[config.mk]
export PLATFORM = sky130hd
export DESIGN_NAME = ntt_scheduler
export DESIGN_NICKNAME = d
export VERILOG_FILES = /design/src/rtl/ntt_scheduler.sv
export SDC_FILE = /design/constraint.sdc
export NUM_CORES = 1
export LEC_CHECK = 0
export BUFFER_PORTS_ARGS = -buffer_cell sky130_fd_sc_hd__buf_2
export CELL_PAD_IN_SITES_DETAIL_PLACEMENT = 1
export CELL_PAD_IN_SITES_GLOBAL_PLACEMENT = 1
export CORE_MARGIN = 3
export CORE_UTILIZATION = 48
export DETAILED_ROUTE_END_ITERATION = 12
export PLACE_DENSITY_LB_ADDON = 0.1
export SLEW_MARGIN = 20
export SYNTH_ARGS = -nofsm -noshare
export SYNTH_HDL_FRONTEND = slang
export SYNTH_SLANG_ARGS = --single-unit
[constraint.sdc]
create_clock -name clk -period 9.45 [get_ports clk]
set_input_delay 0.4725 -clock clk [delete_from_list [all_inputs] [get_ports clk]]
set_output_delay 0.4725 -clock clk [all_outputs]
set_load 0.005 [all_outputs]
[src/rtl/ntt_scheduler.sv]
// ntt_scheduler: address/twiddle sequencer for an in-place radix-2 NTT over
// 2^(K+1) coefficients (K layers of 2^K butterflies), forward or inverse.
// The inverse transform is followed by 2^(K+1) scaling ops.
//
// Ports
//   clk, rst_n          clock, asynchronous active-low reset
//   start               begin a transform (sampled in IDLE only)
//   inverse             0 = forward, 1 = inverse (latched with start)
//   bf_ready            butterfly unit accepts the current issue
//   pipe_empty          butterfly pipeline has nothing in flight
//   issue_valid         addr_a/addr_b/zeta_idx/scale_op are valid
//   addr_a, addr_b      coefficient indices of the issued op
//   zeta_idx            index into the bit-reversed zeta table
//   scale_op            issue is a final inverse scaling op
//   layer               current layer
//   busy                high in every state except IDLE
//   done                one-cycle completion pulse
module ntt_scheduler #(
  parameter int K = 7
) (
  input  logic                 clk,
  input  logic                 rst_n,
  input  logic                 start,
  input  logic                 inverse,
  input  logic                 bf_ready,
  input  logic                 pipe_empty,
  output logic                 issue_valid,
  output logic [K:0]           addr_a,
  output logic [K:0]           addr_b,
  output logic [K-1:0]         zeta_idx,
  output logic                 scale_op,
  output logic [$clog2(K)-1:0] layer,
  output logic                 busy,
  output logic                 done
);
  localparam int LW  = $clog2(K);
  localparam int SHW = LW + 1;

  typedef logic [K-1:0]   bf_t;
  typedef logic [K:0]     ad_t;
  typedef logic [LW-1:0]  ly_t;
  typedef logic [SHW-1:0] sh_t;

  typedef enum logic [2:0] {IDLE, ISSUE, DRAIN, SCALE, DONE} state_t;

  state_t state_q, state_d;
  ly_t    layer_q, layer_d;
  bf_t    bf_q, bf_d;
  ad_t    sc_q, sc_d;
  logic   inv_q, inv_d;
  logic   scaled_q, scaled_d;

  // Butterfly address generation from (layer, bf)
  sh_t ld, shf, shi, sh;
  bf_t g, o;
  ad_t a_bf, b_bf;
  bf_t z_bf;

  always_comb begin
    ld  = {1'b0, layer_q};
    shf = sh_t'(K) - ld;          // log2(len) for forward layers
    shi = ld + sh_t'(1);          // log2(len) for inverse layers
    sh  = inv_q ? shi : shf;
    g   = bf_q >> sh;
    // For sh == K the K-bit mask wraps to all ones, i.e. every bf bit is offset.
    o   = bf_q & ((bf_t'(1) << sh) - bf_t'(1));
    a_bf = ((ad_t'(g) << sh) << 1) | ad_t'(o);
    b_bf = a_bf + (ad_t'(1) << sh);
    // Inverse: 2^(K-L) - 1 - g taken mod 2^K, so the 2^K term at layer 0
    // wraps to zero and still yields the right index.
    z_bf = inv_q ? ((bf_t'(1) << shf) - bf_t'(1) - g)
                 : ((bf_t'(1) << ld) + g);
  end

  always_comb begin
    state_d  = state_q;
    layer_d  = layer_q;
    bf_d     = bf_q;
    sc_d     = sc_q;
    inv_d    = inv_q;
    scaled_d = scaled_q;
    unique case (state_q)
      IDLE: if (start) begin
        inv_d    = inverse;
        layer_d  = '0;
        bf_d     = '0;
        sc_d     = '0;
        scaled_d = 1'b0;
        state_d  = ISSUE;
      end
      ISSUE: if (bf_ready) begin
        bf_d = bf_q + bf_t'(1);
        if (bf_q == '1) state_d = DRAIN;
      end
      DRAIN: if (pipe_empty) begin
        if (layer_q != ly_t'(K - 1)) begin
          layer_d = layer_q + ly_t'(1);
          bf_d    = '0;
          state_d = ISSUE;
        end else if (!inv_q || scaled_q) begin
          state_d = DONE;
        end else begin
          sc_d    = '0;
          state_d = SCALE;
        end
      end
      SCALE: if (bf_ready) begin
        sc_d = sc_q + ad_t'(1);
        if (sc_q == '1) begin
          scaled_d = 1'b1;
          state_d  = DRAIN;
        end
      end
      DONE:    state_d = IDLE;
      default: state_d = IDLE;
    endcase
  end

  always_ff @(posedge clk or negedge rst_n) begin
    if (!rst_n) begin
      state_q  <= IDLE;
      layer_q  <= '0;
      bf_q     <= '0;
      sc_q     <= '0;
      inv_q    <= 1'b0;
      scaled_q <= 1'b0;
    end else begin
      state_q  <= state_d;
      layer_q  <= layer_d;
      bf_q     <= bf_d;
      sc_q     <= sc_d;
      inv_q    <= inv_d;
      scaled_q <= scaled_d;
    end
  end

  // Outputs are pure functions of registered state, so they stay frozen
  // while bf_ready is low and drop to zero the instant reset asserts.
  always_comb begin
    issue_valid = (state_q == ISSUE) || (state_q == SCALE);
    scale_op    = (state_q == SCALE);
    busy        = (state_q != IDLE);
    done        = (state_q == DONE);
    layer       = layer_q;
    addr_a      = '0;
    addr_b      = '0;
    zeta_idx    = '0;
    if (state_q == ISSUE) begin
      addr_a   = a_bf;
      addr_b   = b_bf;
      zeta_idx = z_bf;
    end else if (state_q == SCALE) begin
      addr_a = sc_q;
      addr_b = sc_q;
    end
  end
endmodule

==> flow_summary.yaml <==
worst_setup_path:
  critPathRequiredTime_ps: 8980
  r2r-end: "bf_q[5]"
  crit_start: "layer[0]"
  criticalPathCategory: "register to output port"
  crit_end: "addr_b[7]"
  r2r_cells: 8
  crit_fanout: 30
  start_kind: "register"
  cp-end-kind: "output port"
  r2r-start: "layer[0]"
  crit_arrival_ps: 5330
  reg2reg_slack_ps: 6300
logic_synthesis:
  synthesis.area_um2: 3307
  synthArstFlopShare_pct: 100.0
  yosys.area_share.simple_pct: 27.05
  synth_nets: 470
  synth_area_leader_cell: "dfrtp_1"
  synth.area.mux_share_pct: 5.562
  synth_cells: 434
  ys_types: 72
  syn_avg_cell_area_um2: 7.620
  yosysTopAreaCellShare_pct: 17.40
  synth_seq_cells: 23
  yosys-top-cells-area: "dfrtp_1, ha_1, mux2i_1"
  synth_top_family_by_area: "simple AND/OR/NAND/NOR gates"
  synth_edf_count: 0
  synth_compound_area_share_pct: 24.93
  synth_adder_area_share_pct: 12.03
  synth_flop_cell: "dfrtp_1"
  synth-seq-area-share_pct: 17.40
  synth_warnings: 0
  synth_xor_area_share_pct: 4.767
final_layout:
  post-route-util_pct: 53.73
  final_common_cell: "nand2_1"
  layout_common_cells: "nand2_1, nor2_1, buf_2, inv_1"
  final_nets: 489
  syn_to_final_growth_pct: 5.524
  stdcell_area_um2: 3490
  drive_gt1_share_pct: 13.72
  n_antenna_cell: 0
placed_design:
  placed_cell_area_um2: 3441
  hpwl_um: 8109
  gp_congestion: 0.8657
  numPortBuffers: 35
route:
  routed_via_density: 6.384
  drc_errors: 0
  post_drt_wl_per_cell_um: 19.56
  drt_pre_antenna_iters: 4
  ant_nets: 0
  wirelength_um: 10350
  vias: 3377
  first_iter_violations: 210
floorplan:
  die_x_um: 89
  core_um2: 6495
  die_area_um2: 7921
  fp.dieH_um: 89
  start_util_pct: 50.92
  num_io_pins: 36
  rows: 29
clocking:
  cts-buffers-inserted: 3
  postCtsHoldBufs: 0
  ctsLongestPathBuffers: 2
  insertion_delay_ps: 280
  post_cts_buffers: 0
  clk_pin_slew_ps: 100
  clkSinkCount: 23
  cts_root_buffer: "clkbuf_8"
  cts.repair.resized: 0
  htree_levels: 1
  cts_tree: "built"
sta:
  setup_tns_ps: 0
  finalClockSkew_ps: 9.323
  slew_headroom_pct: 27.25
  setup_viol_count_final: 0
  rsz0062_at_grt: "no"
  tightest_slew_ps: 1091
  fmax_mhz: 172.2
  fin_crit_sh_pct: 61.45
  period_needed_ps: 5807
  hold_viol_final: 0
  slew_viol_final: 0
global_routing:
  grt_usage_pct: 27.39
  grt_pass1_vias: 3453
  grt_max_degree: 40
  antenna_found_initial: 0
  grt_pass1_wl_um: 17100
  overflow: 0
worst_hold_path:
  worstHoldPathType: "primary input to async pin"
flow_run:
  maxCapViolCount: 0
power_and_ir_drop:
  power.leakage_nw: 1.662
  powerDensity_nw_per_um2: 192.5
  peakVddDrop_uv: 104.5
run_status:
  status: "complete, no violations"
layer usage:
metal  GRT usage, %  wire (µm)  vias to the layer above
met5              0          0                        -
met4          7.578        206                        0
met3          3.871        415                       19
met2          48.18       5200                       98
met1          34.99       4524                     1652
li1               -          -                     1608
flip-flops by register name, summed over array words and instances, names as in the netlist:
name	flops
layer	3
bf_q	7
sc_q	8
inv_q	1
state_q	3
scaled_q	1
cell type report:
cell class	count	area (µm²)
Clock inverter	1	7.507
Fill cell	848	3005
Multi-Input combinational cell	357	2462
Timing Repair Buffer	37	190.2
Inverter	31	116.4
Sequential cell	23	575.6
Clock buffer	3	41.29
Tap cell	77	96.34
worst min path at each step:
stage | startpoint | endpoint | cells past startpoint
after floorplan | rst_n | bf_q[0] | 0
after global placement | scaled_q | scaled_q | 2
after detailed placement | scaled_q | scaled_q | 2
after CTS | rst_n | state_q[2] | 1
after global routing | rst_n | state_q[2] | 1
final | rst_n | state_q[2] | 1
power breakdown:
part	switching, mW	internal, mW
registers	0.0264	0.110
logic	0.275	0.192
clock network	0.0378	0.0300
total	0.340	0.332
synth_stat cells, drive strengths merged, types with 6 or more instances:
library cell  number
a21o              10
a21oi             28
a31oi              6
and3               7
buf               11
clkbuf            12
dfrtp             23
ha                27
inv               31
mux2i             15
nand2             39
nand2b             8
nand3             21
nor2              36
nor2b             11
nor3              11
o21ai             28
o31ai              6
xnor2             14
stage by stage:
step,power (mW),hold slack [ps],cells,worst slack [ps]
floorplan,0.4773,176.9,434,5285
global placement,0.5819,496.6,525,4344
detailed placement,0.6006,505.0,525,4167
CTS,0.6719,196.2,529,3809
global route,0.7310,204.9,529,3282
finish,0.6717,174.8,529,3643
worst max-delay path: stages, from the launching register on:
cell and delay, ps:
dfrtp_1 1070, inv_1 350, ha_1 530, nand2b_1 210
nand2_1 210, nor4_1 480, a311oi_1 180, o31ai_1 400
ha_1 340, a21o_1 210, a21oi_1 200, o221ai_1 200
a41o_1 310, xnor2_1 130, o21ai_1 120, buf_2 140
logic make-up after synthesis:
kind of cell | Yosys count
fa+ha+maj | 30
mux | 18
other cells | 1
simple gates | 168
flops | 23
xor+xnor | 18
compound gates | 122
buf+inv | 54
Note: power is estimated with default switching activity, not from simulation.
